===== config.mk =====
export PLATFORM = sky130hd
export DESIGN_NAME = mem_port_arbiter
export DESIGN_NICKNAME = d
export VERILOG_FILES = /design/src/rtl/mem_port_arbiter.sv
export SDC_FILE = /design/constraint.sdc
export NUM_CORES = 1
export LEC_CHECK = 0
export CAP_MARGIN = 20
export CELL_PAD_IN_SITES_DETAIL_PLACEMENT = 1
export CELL_PAD_IN_SITES_GLOBAL_PLACEMENT = 1
export CORE_ASPECT_RATIO = 1.1
export CORE_MARGIN = 4
export CORE_UTILIZATION = 36
export CTS_CLUSTER_SIZE = 28
export DETAILED_ROUTE_END_ITERATION = 10
export PLACE_DENSITY = 0.8
export SLEW_MARGIN = 20
export SYNTH_ARGS = -nofsm -noshare
export SYNTH_HDL_FRONTEND = slang
export SYNTH_SLANG_ARGS = --single-unit
export TNS_END_PERCENT = 100

===== constraint.sdc =====
create_clock -name clock -period 9.8 [get_ports clock]
set_input_delay 1.47 -clock clock [delete_from_list [all_inputs] [get_ports clock]]
set_output_delay 1.47 -clock clock [all_outputs]
set_load 0.02 [all_outputs]

===== src/rtl/mem_port_arbiter.sv =====
// mem_port_arbiter
//   Shares one two-port synchronous memory among NUM_REQ requesters. Each
//   cycle up to two requests are granted in round-robin order: the first
//   valid requester found from rr_ptr goes to port 0, and the next one goes
//   to port 1 unless it touches port 0's address with a write on either
//   side. Read data comes back one cycle after the grant, steered to the
//   requester that issued it, with a single-cycle resp_valid pulse.
//
// Ports
//   clock, reset                 single clock, asynchronous active-high reset
//   req_valid/req_write          per-requester request and direction (1=write)
//   req_addr/req_wdata           packed, requester i at [i*DEPTH]/[i*WIDTH]
//   req_ready                    grant; request consumed when valid & ready
//   resp_valid/resp_rdata        registered read response per requester
//   writeEnableN/writeDataN/addressN  memory port N controls (N = 0, 1)
//   readData0/readData1          memory read data, registered inside memory

module mem_port_arbiter #(
    parameter int NUM_REQ = 4,
    parameter int DEPTH   = 4,
    parameter int WIDTH   = 4
) (
    input  logic                     clock,
    input  logic                     reset,
    input  logic [NUM_REQ-1:0]       req_valid,
    input  logic [NUM_REQ-1:0]       req_write,
    input  logic [NUM_REQ*DEPTH-1:0] req_addr,
    input  logic [NUM_REQ*WIDTH-1:0] req_wdata,
    output logic [NUM_REQ-1:0]       req_ready,
    output logic [NUM_REQ-1:0]       resp_valid,
    output logic [NUM_REQ*WIDTH-1:0] resp_rdata,
    output logic                     writeEnable0,
    output logic [WIDTH-1:0]         writeData0,
    output logic [DEPTH-1:0]         address0,
    input  logic [WIDTH-1:0]         readData0,
    output logic                     writeEnable1,
    output logic [WIDTH-1:0]         writeData1,
    output logic [DEPTH-1:0]         address1,
    input  logic [WIDTH-1:0]         readData1
);

    localparam int PTR_W = (NUM_REQ > 1) ? $clog2(NUM_REQ) : 1;

    // Unpacked views of the per-requester address and data slices.
    logic [DEPTH-1:0] addr_a  [NUM_REQ];
    logic [WIDTH-1:0] wdata_a [NUM_REQ];

    for (genvar gi = 0; gi < NUM_REQ; gi++) begin : g_unpack
        assign addr_a[gi]  = req_addr[gi*DEPTH +: DEPTH];
        assign wdata_a[gi] = req_wdata[gi*WIDTH +: WIDTH];
    end

    // State
    logic [PTR_W-1:0]   rr_ptr_q, rr_ptr_d;
    logic               r0_vld_q, r0_vld_d;
    logic [PTR_W-1:0]   r0_id_q,  r0_id_d;
    logic               r1_vld_q, r1_vld_d;
    logic [PTR_W-1:0]   r1_id_q,  r1_id_d;
    logic [NUM_REQ-1:0] resp_valid_q, resp_valid_d;

    // Arbitration results
    logic               g0_vld, g1_vld;
    logic [PTR_W-1:0]   g0_idx, g1_idx;
    logic [NUM_REQ-1:0] grant;

    // Round-robin scan starting at rr_ptr. Port 1 takes the next requester
    // that does not collide with port 0: same address with a write on either
    // side is skipped so the scan can still find a compatible candidate.
    always_comb begin : arb_scan
        logic [PTR_W-1:0] idx;
        g0_vld = 1'b0;
        g0_idx = '0;
        g1_vld = 1'b0;
        g1_idx = '0;
        idx    = '0;
        for (int k = 0; k < NUM_REQ; k++) begin
            idx = PTR_W'((int'(rr_ptr_q) + k) % NUM_REQ);
            if (req_valid[idx]) begin
                if (!g0_vld) begin
                    g0_vld = 1'b1;
                    g0_idx = idx;
                end else if (!g1_vld &&
                             !((addr_a[idx] == addr_a[g0_idx]) &&
                               (req_write[idx] || req_write[g0_idx]))) begin
                    g1_vld = 1'b1;
                    g1_idx = idx;
                end
            end
        end
    end

    always_comb begin
        grant = '0;
        if (g0_vld) grant[g0_idx] = 1'b1;
        if (g1_vld) grant[g1_idx] = 1'b1;
    end

    // Grants are suppressed while reset is high so nothing is consumed and
    // no memory write is issued during reset.
    assign req_ready = reset ? '0 : grant;

    // Memory port drive. An idle port reads address 0 with zero write data.
    always_comb begin
        writeEnable0 = 1'b0;
        address0     = '0;
        writeData0   = '0;
        writeEnable1 = 1'b0;
        address1     = '0;
        writeData1   = '0;
        if (g0_vld && !reset) begin
            writeEnable0 = req_write[g0_idx];
            address0     = addr_a[g0_idx];
            writeData0   = req_write[g0_idx] ? wdata_a[g0_idx] : '0;
        end
        if (g1_vld && !reset) begin
            writeEnable1 = req_write[g1_idx];
            address1     = addr_a[g1_idx];
            writeData1   = req_write[g1_idx] ? wdata_a[g1_idx] : '0;
        end
    end

    // Next state: pointer moves past the last granted requester in scan
    // order (port 1 when it was granted, otherwise port 0).
    always_comb begin
        rr_ptr_d = rr_ptr_q;
        if (g1_vld) begin
            rr_ptr_d = PTR_W'((int'(g1_idx) + 1) % NUM_REQ);
        end else if (g0_vld) begin
            rr_ptr_d = PTR_W'((int'(g0_idx) + 1) % NUM_REQ);
        end

        r0_vld_d     = g0_vld && !req_write[g0_idx];
        r0_id_d      = g0_idx;
        r1_vld_d     = g1_vld && !req_write[g1_idx];
        r1_id_d      = g1_idx;
        resp_valid_d = '0;
        if (r0_vld_d) resp_valid_d[g0_idx] = 1'b1;
        if (r1_vld_d) resp_valid_d[g1_idx] = 1'b1;
    end

    // Reset drops any read in flight: its response registers are cleared.
    always_ff @(posedge clock or posedge reset) begin
        if (reset) begin
            rr_ptr_q     <= '0;
            r0_vld_q     <= 1'b0;
            r0_id_q      <= '0;
            r1_vld_q     <= 1'b0;
            r1_id_q      <= '0;
            resp_valid_q <= '0;
        end else begin
            rr_ptr_q     <= rr_ptr_d;
            r0_vld_q     <= r0_vld_d;
            r0_id_q      <= r0_id_d;
            r1_vld_q     <= r1_vld_d;
            r1_id_q      <= r1_id_d;
            resp_valid_q <= resp_valid_d;
        end
    end

    assign resp_valid = resp_valid_q;

    // The memory registers its read data, so readDataN lines up with the
    // response registers captured at the same edge.
    for (genvar gr = 0; gr < NUM_REQ; gr++) begin : g_resp
        assign resp_rdata[gr*WIDTH +: WIDTH] =
            (r1_vld_q && (r1_id_q == PTR_W'(gr))) ? readData1 :
            (r0_vld_q && (r0_id_q == PTR_W'(gr))) ? readData0 : '0;
    end

endmodule


* Word-level counts from Yosys, hierarchy flattened
Index checks and enable logic that the tools add are counted.
** Cells by class
- Add/sub/neg operators :: 5
- $mul :: 0
- Div/mod/pow operators :: 0
- Order comparisons :: 19
- Eq/ne operators :: 9
- Shift-type cells :: 0
- Multiplexer cells :: 110
- Bitwise operators :: 10
- Reduce and logical (&&, ||, !) cells :: 32
** Operators by type and width (count)
- $mux 4 :: 39
- $bmux 4 s2 :: 10
- $mux 2 :: 18
- $mux 1 :: 29
- $lt 2x3->1 const B :: 9
- $bmux 1 s2 :: 12
- $ge 3x3->1 const B :: 8
- $not 2->3 :: 8
- $logic_and 1x1->1 :: 19
- $eq 4x4->1 :: 3
- $eq 2x2->1 const B :: 4
- $or 4x4->4 :: 2
- $logic_not 1->1 :: 7
- $add 2x1->2 const B :: 3
- $add 2x2->2 const B :: 2
- $demux 1 s2 :: 2
- $eq 2x1->1 const B :: 2
- $ge 2x1->1 const B :: 2
- $logic_not 2->1 :: 2
- $logic_or 1x1->1 :: 3
- $reduce_bool 2->1 :: 1
** Word-level totals
- Register bits after elaboration :: 12
- Bits in latches :: 0
- RAM bits :: 0
- Bits in read-only memories :: 0
- Input bits :: 50
- Output and inout bits :: 42
- Logic and storage cells :: 191
- Memories :: 0

* Depth between registers and ports, before layout
- Word-level depth :: 29
- Mapped depth :: 24
- Depth with buffers taken out :: 16

* Worst setup path before layout
OpenSTA, ideal clock, no wires.
- Path kind :: input -> output
- Start :: in req_valid[2]
- End :: out writeData1[1]
- Arrival time :: 5.599 ns
- Required time :: 8.330 ns
- Slack :: 2.731 ns
- Stages :: 16
- Path buffers :: 2
- Path through :: buf_6 -> nor2b_1 -> o21ai_1 -> o21ai_0 -> ha_1 -> nor2b_1 -> mux2_2 -> nor2_2 -> mux4_2 -> or2_0 -> and4_1 -> buf_6 -> o41ai_4 -> nor2_4 -> mux2i_1 -> o32ai_1
** On the way
- Longest elaborated chain between the ends :: 28
- Elaborated cells between the ends (all ways) :: 76
- Those cells by class :: eq/ne: 3; mux: 56; bitwise: 4; reduce/logical: 13
** RTL lines
- start, declared :: RTL line 25 : input logic [NUM_REQ-1:0] req_valid,
- $bmux 1 s2 :: RTL line 78 : if (req_valid[idx]) begin
- $mux 1 (not written as such) :: RTL line 78
- $mux 2 :: RTL line 78
- $not 2->3 (not written as such) :: RTL line 83 : !((addr_a[idx] == addr_a[g0_idx]) &&
- $bmux 4 s2 :: RTL line 83
- $mux 4 (not written as such) (2 in series) :: RTL line 83
- $eq 4x4->1 :: RTL line 83
- $logic_and 1x1->1 :: RTL line 83
- [10 not listed]
- $mux 2 :: RTL line 82 : end else if (!g1_vld &&
- $mux 2 :: RTL line 79 : if (!g0_vld) begin
- $mux 2 :: RTL line 78
- $not 2->3 (not written as such) :: RTL line 118 : writeData1 = req_write[g1_idx] ? wdata_a[g1_idx] : '0;
- $bmux 4 s2 :: RTL line 118
- $mux 4 (not written as such) (2 in series) :: RTL line 118
- $mux 4 :: RTL line 118
- $mux 4 * :: RTL line 115 : if (g1_vld && !reset) begin
- end, declared :: RTL line 37 : output logic [WIDTH-1:0] writeData1,
Mark *: on every way between the ends. The rest lies on a longest branch, timed or not. The select of a mux whose other input is x is not followed.

* Worst setup path after layout
- Start :: in req_valid[3]
- End :: out writeData1[0]
Same word-level chain as after synthesis.

==> reports/metrics.csv <==
stage,metric,value,unit
route,avgViaCountPerCell,6.21,
finish,syn2layout_area_growth,29.1,%
hold_path,hold_depth,3,
logic_synthesis,synthesis.nets,447,
clocking,clock_path_buffers,2,
critical_path,critPathLaunchType,input port,
sta,final.period_utilization,0.890,
global_routing,grt_pass1_vias,3550,
clocking,post_cts_buffers,0,
floorplan,core_area,8540,µm²
power_and_ir_drop,p_leak,1.61,nW
logic_synthesis,syn-instance-count,396,
floorplan,num_io_pins,92,
clocking,holdBufCountCts,0,
finish,final_common_cell,clkdlybuf4s50_1,
logic_synthesis,async_flop_share,1.00,
critical_path,cpMaxStageDelayCell,o211ai_1,
sta,setup_viol,0,
sta,final.setup.tns,0,ns
global_routing,antenna_found_initial,0,
finish,fillers,1022,
logic_synthesis,ys_types,71,
clocking,cts-buffers-inserted,3,
critical_path,cp.required,8.33,ns
finish,num-nets-final,509,
sta,min_period,8.72,ns
global_routing,grt_overflow,0,
sta,worstMarginPinSlew,0.862,ns
placement,dpl.hpwl,8790,µm
floorplan,die_h,107,µm
route,ant_nets,0,
sta,fin_skew,0.00688,ns
placement,place_area,4090,µm²
sta,slew_viol_final,0,
route,first_pass_iters,4,
global_routing,grt_usage,0.212,
flow_run,cap_viol_max_count,0,
outcome,status,completed,
sta,max_freq,115,MHz
sta,finalHoldViolations,0,
logic_synthesis,syn_area,3200,µm²
route,drc,0,
clocking,cts.sinks,12,
logic_synthesis,ys_seq_elements,12,
floorplan,fp.dieW,97.9,µm
floorplan,num_rows,35,
finish,antenna_cells,0,
finish,finalInstanceArea,4130,µm²
logic_synthesis,yosysWarningCount,0,
placement,port_buffers,91,
finish,drive_above_1_share,0.109,
critical_path,cp_data_arrival_time,7.25,ns
power_and_ir_drop,power_density,398,nW/µm²
route,drtIter0Drc,184,
clocking,path_clk_slew,0.05,ns
sta,setup_slack,1.08,ns
sta,slew_headroom,0.423,
route,wl_per_cell,19.9,µm
global_routing,grt_max_degree,56,
critical_path,path_cells,clkdlybuf4s50_1 -> and2_1 -> o21ai_1 -> o21ai_0 -> ha_1 -> nor2b_1 -> mux2_2 -> nor2_2 -> mux4_2 -> or2_0 -> and4_1 -> o211ai_1 -> nand3_1 -> and2_4 -> o32ai_1 -> clkdlybuf4s50_1,
critical_path,max_stage_delay,0.70,ns
clocking,cts_tree,yes,
hold_path,hold_class,reg -> reg,
logic_synthesis,ys_seq_area_frac,0.0939,
critical_path,worstSetupEndpointType,output pin,
floorplan,die_area,10500,µm²
placement,dp_slack,1.11,ns
critical_path,crit_path_max_fanout,15,
clocking,cts_resized,0,
critical_path,worstSetupPathType,in -> out,
route,drt-total-wl,11300,µm
clocking,clk_root_buffer_cell,clkbuf_8,
logic_synthesis,ys.flop_type,dfrtp_1,
critical_path,ff2ff_path_depth,16,
logic_synthesis,synth_area_per_cell,8.08,µm²
route,route.vias.total,3528,
sta,whs,1.13,ns
floorplan,start_util,0.375,
clocking,clock_latency,0.24,ns
logic_synthesis,synth-edff-count,0,
power_and_ir_drop,vdd_ir_drop_max,0.256,mV
global_routing,grt_pass1_wl,18600,µm
critical_path,path_common_cell,clkdlybuf4s50_1,
clocking,htreeDepth,1,
finish,final_cell_mix,"clkdlybuf4s50_1, nand2_1, mux2i_1",
sta,rsz0062_at_grt,false,
placement,place_congestion,0.817,
flip-flops by register name, indices dropped and copies added, names as in the netlist:
name	flops
rr_ptr_q	2
r1_vld_q	1
r0_id_q	2
r1_id_q	2
r0_vld_q	1
resp_valid	4
power by group:
group | switching [mW] | internal, mW
registers | 0.0260 | 0.0762
clock network | 0.0167 | 0.0285
logic | 0.836 | 0.662
total | 0.879 | 0.766
logic make-up (layout without fill, tap and decap cells):
| group | after synthesis | after routing | synth area share |
|---|---|---|---|
| compound gates | 116 | 116 | 0.263 |
| xor+xnor | 18 | 18 | 0.0493 |
| fa+ha+maj | 1 | 1 | 0.00391 |
| buf+inv | 49 | 110 | 0.0731 |
| flops | 12 | 12 | 0.0939 |
| mux | 61 | 61 | 0.290 |
| simple gates | 139 | 139 | 0.227 |
worst max-delay path: cells and delay by family:
kind / cells / cell delay [ns]
AOI/OAI and AO/OA: 4 / 1.64
adders and majority gates: 1 / 0.37
buffers and inverters: 2 / 1.32
muxes: 2 / 0.82
and+or+nand+nor: 7 / 1.64
area by class of cell:
class	instances	area (µm²)	area share
tap	111	139	0.0336
inverter	12	45.0	0.0109
multi-input combinational	335	2670	0.645
sequential	12	303	0.0733
clock buffer	4	45.0	0.0109
timing repair buffer	94	933	0.226
cell usage after synthesis, types with 2 or more instances:
library cell | instances | area [µm²]
a211o_1 | 2 | 17.5
a211oi_1 | 4 | 30.0
a21oi_1 | 14 | 70.1
a22o_1 | 17 | 149
a22oi_1 | 3 | 22.5
a2bb2oi_1 | 2 | 17.5
a311oi_1 | 2 | 17.5
a31oi_1 | 7 | 43.8
a32oi_1 | 2 | 17.5
and2_1 | 5 | 31.3
and3_1 | 12 | 75.1
buf_1 | 2 | 7.51
buf_2 | 13 | 65.1
buf_6 | 4 | 45.0
clkbuf_1 | 17 | 63.8
dfrtp_1 | 12 | 300
inv_1 | 11 | 41.3
mux2_2 | 6 | 67.6
mux2i_1 | 29 | 290
mux4_2 | 24 | 541
nand2_1 | 30 | 113
nand2b_1 | 7 | 43.8
nand3_1 | 26 | 130
nand4_1 | 3 | 18.8
nor2_1 | 24 | 90.1
nor2b_1 | 7 | 43.8
nor3_1 | 5 | 25.0
nor3b_1 | 2 | 15.0
nor4_1 | 2 | 12.5
nor4bb_1 | 2 | 20.0
o211ai_1 | 5 | 37.5
o21ai_0 | 25 | 125
o21ai_1 | 3 | 15.0
o221ai_1 | 2 | 17.5
o22ai_1 | 3 | 18.8
o31ai_1 | 3 | 22.5
o32ai_1 | 6 | 52.6
or2_1 | 2 | 12.5
or3_1 | 3 | 18.8
xnor2_1 | 7 | 61.3
xor2_1 | 11 | 96.3
routing by layer:
layer | GRT usage | share of wire
met1 | 0.268 | 0.41
met5 | 0 | 0
met2 | 0.382 | 0.52
met3 | 0.0150 | 0.044
met4 | 0.0712 | 0.020
final timing paths:
path,startpoint,endpoint,slack (ns)
worst max-delay path,req_valid[3],writeData1[0],1.08
worst min-delay path,rr_ptr_q[0],rr_ptr_q[0],1.13
worst max register to register,rr_ptr_q[0],r1_vld_q,4.63
worst min register to register,rr_ptr_q[0],rr_ptr_q[0],1.13
max in group asynchronous,reset,rr_ptr_q[1],7.78
min in group asynchronous,reset,r0_vld_q,1.70
through the flow:
step	std cells	total power, mW	utilization
5_1_grt	568	1.78	0.484
2_1_floorplan	396	1.21	-
3_3_place_gp	564	1.57	0.478
4_1_cts	568	1.65	0.484
6_report	568	1.64	0.484
3_5_place_dp	564	1.60	0.478
Note: power is estimated with default switching activity, not from simulation.
==> RTL change 1: new RTL, same flow settings <==
Reset style: synchronous (`reset`), changed in one clocked block. Comments in the files are not updated.
--- a/src/rtl/mem_port_arbiter.sv
+++ b/src/rtl/mem_port_arbiter.sv
@@ -139,7 +139,7 @@
     end
 
     // Reset drops any read in flight: its response registers are cleared.
-    always_ff @(posedge clock or posedge reset) begin
+    always_ff @(posedge clock) begin
         if (reset) begin
             rr_ptr_q     <= '0;
             r0_vld_q     <= 1'b0;
Formal check against the unedited RTL: differs if reset is asserted again (counterexample within 4 cycles, from zero or initial values and one cycle with reset high); with reset held inactive, the same outputs for 4 cycles.
==> RTL change 1 against the unedited design <==
Routed wire length shrank 6.3%; highest routed layer unchanged; design area shrank 1.5%; setup slack lost 430 ps; sequential cell count is the same; largest power group unchanged; synthesized area shrank 4.6%; critical path type unchanged; synthesized cell count shrank 12%; power shrank 11%; count of clock-buffer cells in the layout shrank 1.
==> RTL change 1: results (changes against the unedited design) <==
outcome:
  status: "finished clean"  # unchanged
sta:
  worst_clock_skew_ps: 0.522  # was 6.88 ps
  worstMarginPinSlew_ps: 895  # was 862 ps
  finalHoldWorstSlack_ps: 1100  # was 1130 ps
  setup_ws_ps: 651  # was 1080 ps
clocking:
  ctsLongestPathBuffers: 2  # unchanged
  cts_setup_buffers: 0  # unchanged
  htreeDepth: 1  # unchanged
global_routing:
  grt_pass1_vias: 3227  # was 3,550
  grt_usage_pct: 20.8  # was 21.2%
  grt_max_degree: 39  # was 56
  grt_pass1_wl_mm: 17.2  # was 18.6 mm
synthesis:
  syn_nets: 399  # was 447
  synthTopCellsByArea: "mux4_2 21%, mux2i_1 12%, dfxtp_1 7.9%"  # was mux4_2 17%, dfrtp_1 9.4%, mux2i_1 9.1%
  seq_area_frac_synth_pct: 7.87  # was 9.39%
  synth_ff_type: "dfxtp_1"  # was dfrtp_1
  yosys-top-cells-count: "38 x mux2i_1, 32 x nand2_1, 29 x mux4_2"  # was 30 x nand2_1, 29 x mux2i_1, 26 x nand3_1
  yosysUniqueCellTypes: 66  # was 71
pwr:
  switching_power_mw: 0.748  # was 0.879 mW
  p_leak_nw: 1.45  # was 1.61 nW
  vdd_drop_max_v: 0.000114  # was 0.000256 V
final_layout:
  fillers: 960  # was 1,022
  drive_gt1_share_pct: 14.0  # was 10.9%
  nets: 474  # was 509
place:
  pre_cts_ws_ps: 753  # was 1110 ps
  gp_congestion: 0.903  # was 0.817
  hpwl_mm: 8.27  # was 8.79 mm
detailed_routing:
  viasPerCell: 6.17  # was 6.21
  first_iter_violations: 95  # was 184
  wl_per_cell_um: 20.1  # was 19.9 um
critical_path:
  r2r_cells: 15  # was 16
  reg2reg_from: "rr_ptr_q[0]"  # unchanged
  critPathSlowestCell: "clkdlybuf4s50_1"  # was o211ai_1
  r2r_end: "r1_vld_q"  # unchanged
  crit_family: "compound AO/OA/AOI/OAI gates"  # was simple AND/OR/NAND/NOR gates
  ff2ff_setup_slack_ps: 4320  # was 4630 ps
  cp_max_fo: 19  # was 15
  crit_arrival_ps: 7680  # was 7250 ps
  critPathMaxStageDelay_ps: 820  # was 700 ps
hold_path:
  min_from: "rr_ptr_q[0]"  # unchanged
  whs_endpoint: "rr_ptr_q[0]"  # unchanged
[RTL change 1: power by group through the flow]
stage / logic (mW) / registers [mW] / clock network (mW)
2_1_floorplan: 0.947 / 0.0891 / 0
3_3_place_gp: 1.30 / 0.0870 / 0
3_5_place_dp: 1.34 / 0.0883 / 0
4_1_cts: 1.34 / 0.0878 / 0.0440
5_1_grt: 1.44 / 0.0908 / 0.0466
6_report: 1.33 / 0.0877 / 0.0424
[RTL change 1: per-layer routing]
metal  GRT usage (%)  wire [um]  up-vias
li1                -          -     1526
met1            28.3       4580     1617
met2            35.8       5280      109
met3            2.66        598       12
met4            3.15        150        0
met5               0          0        -
[RTL change 1: layout make-up]
class	instances	share of cell area, %
multi-input combinational	300	65.4
clock buffer	3	1.01
sequential	12	5.90
timing repair buffer	98	23.7
tap	108	3.32
inverter	8	0.738
[RTL change 1: kinds of logic (layout without fill, tap and decap cells)]
family,Yosys count,in the layout,share of synthesized area [%]
and+or+nand+nor,124,124,22.7
AOI/OAI and AO/OA,89,89,23.7
muxes,75,75,36.9
buffers and inverters,36,109,5.17
DFF,12,12,7.87
xor gates and xnor gates,10,10,2.87
adders and majority gates,2,2,0.738
[RTL change 1: how the worst max path moves through the flow]
stage / to / startpoint
floorplan: writeData1[0] / req_valid[1]
global placement: writeData1[3] / req_valid[2]
detailed placement: writeData1[3] / req_valid[2]
CTS: writeData1[3] / req_valid[2]
global route: writeData1[3] / req_valid[0]
finish: writeData1[3] / req_valid[2]
[RTL change 1: worst reg2reg max path, delay by kind of cell, from the launching register on]
kind | cells | cell delay, ps
flip-flops | 1 | 300
buffers and inverters | 2 | 590
AND/OR/NAND/NOR | 6 | 1510
adder cells (fa/ha/maj) | 1 | 510
multiplexers | 1 | 320
AO/OA/AOI/OAI | 5 | 2100
[RTL change 1: stage by stage]
step,cells,cell area (sq um),utilization [%]
2_1_floorplan,348,3050,-
3_3_place_gp,526,4030,49.8
3_5_place_dp,526,4030,49.8
5_1_grt,529,4070,50.4
6_report,529,4070,50.4
4_1_cts,529,4070,50.4
==> RTL change 2: new RTL, config.mk and constraints unchanged <==
Without the edit above. `WIDTH`: 4 -> 5.
--- a/src/rtl/mem_port_arbiter.sv
+++ b/src/rtl/mem_port_arbiter.sv
@@ -18,7 +18,7 @@
 module mem_port_arbiter #(
     parameter int NUM_REQ = 4,
     parameter int DEPTH   = 4,
-    parameter int WIDTH   = 4
+    parameter int WIDTH   = 5
 ) (
     input  logic                     clock,
     input  logic                     reset,
Interface: changed (6 resized); port bits go from 92 to 104. No check against the original RTL was run, so the function may have changed too.
==> RTL change 2 against the unedited design <==
Setup slack improved by 93 ps; design area increased by 4.8%; sequential power decreased by 14%; critical path type unchanged; synthesized area increased by 1.2%; power increased by 3.2%; routed wire length increased by 8.1%; register-to-register slack got worse by 50 ps; sequential cell count unchanged.
==> RTL change 2: results (changes against the unedited design) <==
outcome:
  status: "finished clean"  # unchanged
detailed_routing:
  routed_wl_mm: 12.2  # was 11.3 mm
  vias: 3650  # was 3,528
  wl_per_cell_um: 21.0  # was 19.9 um
  first_iter_violations: 194  # was 184
  dr.pass1.iters: 4  # unchanged
synthesis:
  yosysUniqueCellTypes: 77  # was 71
  yosys_warnings: 0  # unchanged
  seq_area_frac_synth_pct: 9.27  # was 9.39%
  synth_ff_type: "dfrtp_1"  # unchanged
  syn_nets: 444  # was 447
  synthTopCellsByArea: "mux4_2 15%, dfrtp_1 9.3%, mux2i_1 6.8%"  # was mux4_2 17%, dfrtp_1 9.4%, mux2i_1 9.1%
  yosys-top-cells-count: "29 x nand2_1, 29 x nor2_1, 22 x and3_1, 22 x mux2i_1"  # was 30 x nand2_1, 29 x mux2i_1, 26 x nand3_1
  synthCells: 387  # was 396
  async_reset_ff_share_pct: 100  # unchanged
global_routing:
  grt_max_degree: 55  # was 56
  antenna_found_initial: 0  # unchanged
  grt_usage_pct: 22.5  # was 21.2%
  grt_pass1_wl_mm: 19.9  # was 18.6 mm
sta:
  worst_clock_skew_ps: 3.26  # was 6.88 ps
  relSlewSlack_pct: 30.0  # was 42.3%
pwr:
  vdd_drop_max_v: 0.000208  # was 0.000256 V
  p_leak_nw: 1.65  # was 1.61 nW
  powerDensity_nw_per_um2: 392  # was 398 nW/um^2
  intPower_mw: 0.796  # was 0.766 mW
clocking:
  cts-root-buf: "clkbuf_8"  # unchanged
  htreeDepth: 1  # unchanged
  insertion_delay_ps: 230
  path_clk_slew_ps: 50  # about the same
  cts_made_buffers: 3  # unchanged
  ctsLongestPathBuffers: 2  # unchanged
  post_cts_resize_count: 0  # unchanged
  cts_setup_buffers: 0  # unchanged
final_layout:
  fillers: 1069  # was 1,022
  drive_gt1_share_pct: 12.4  # was 10.9%
  diodes: 0  # unchanged
  largest_reg_flops: 4  # unchanged
  nets: 526  # was 509
place:
  dp.cells: 578  # was 564
  hpwl_mm: 9.32  # was 8.79 mm
  place_area_sq_um: 4280  # was 4090 sq um
  gp_congestion: 0.863  # was 0.817
  numPortBuffers: 103  # was 91
hold_path:
  hold_path_class: "reg -> reg"  # unchanged
critical_path:
  cp_max_fo: 15  # unchanged
==> RTL change 2: cell types whose count changed in the layout (fill, tap and decap cells not counted), moves of 7 or more <==
| cell | delta |
|---|---|
| nand3_1 | -15 |
| mux2i_1 | -7 |
| a211oi_1 | +12 |
| clkdlybuf4s50_1 | +12 |
| and3_1 | +10 |
| xor2_1 | -7 |
==> RTL change 2: worst max-delay path: stages <==
cell and delay (ps):
clkdlybuf4s50_1 650, nor2b_1 270, o21ai_1 450, o21ai_0 180, ha_1 260, inv_1 240
mux4_2 550, xnor2_1 170, nor2_1 70, a41oi_1 610, nor3_1 130, a32oi_1 280
a21boi_2 360, inv_2 220, a221oi_4 560, nor4b_1 120, clkdlybuf4s50_1 580
==> RTL change 2: path summary, 6_finish.rpt <==
kind	start	depth (start not counted)	end	slack, ps
worst max-delay path	req_valid[2]	17	writeData1[3]	1170
worst min-delay path	rr_ptr_q[0]	2	rr_ptr_q[0]	890
worst max register to register	rr_ptr_q[0]	16	r1_vld_q	4580
worst min register to register	rr_ptr_q[0]	2	rr_ptr_q[0]	890
max in group asynchronous	reset	2	rr_ptr_q[1]	7820
min in group asynchronous	reset	2	r1_vld_q	1670
==> RTL change 2: per-stage QoR <==
| step | worst slack [ps] | hold WS (ps) | total power, mW |
|---|---|---|---|
| 6_report | 1170 | 889 | 1.70 |
| 5_1_grt | 529 | 945 | 1.83 |
| 4_1_cts | 1150 | 895 | 1.70 |
| 3_5_place_dp | 1180 | 887 | 1.64 |
| 3_3_place_gp | 1320 | 877 | 1.61 |
| 2_1_floorplan | 2630 | 1090 | 1.23 |
==> RTL change 2: per-layer routing <==
layer,up-vias,wire length [um],global-route usage (%),part of all wire (%)
met5,-,0,0,0
met4,0,134,4.39,1.1
met2,119,6380,41.6,52
met3,12,509,0.972,4.2
li1,1698,-,-,-
met1,1821,5220,29.2,43
==> RTL change 2: cell type report <==
| class | instances | share of cell area, % |
|---|---|---|
| repair buffers | 107 | 24.5 |
| clock buffers | 4 | 1.04 |
| flip-flops and latches | 12 | 6.97 |
| inverters | 9 | 0.838 |
| well taps | 114 | 3.30 |
| multi-input cells | 336 | 63.3 |
==> RTL change 2: power by group through the flow <==
stage	combinational, mW	clock (mW)	sequential, mW
after floorplan	1.14	0	0.0938
after global placement	1.52	0	0.0868
after detailed placement	1.56	0	0.0884
after CTS	1.56	0.0460	0.0877
after global routing	1.70	0.0474	0.0904
final	1.57	0.0446	0.0877
==> RTL change 2: cells by family (layout without fill, tap and decap cells) <==
group	count (synthesis)	after routing	share of synthesized area (%)
compound gates	124	124	29.3
xor+xnor	6	6	1.62
fa+ha+maj	1	1	0.386
buf+inv	39	120	6.07
flops	12	12	9.27
mux	54	54	26.8
simple gates	151	151	26.6
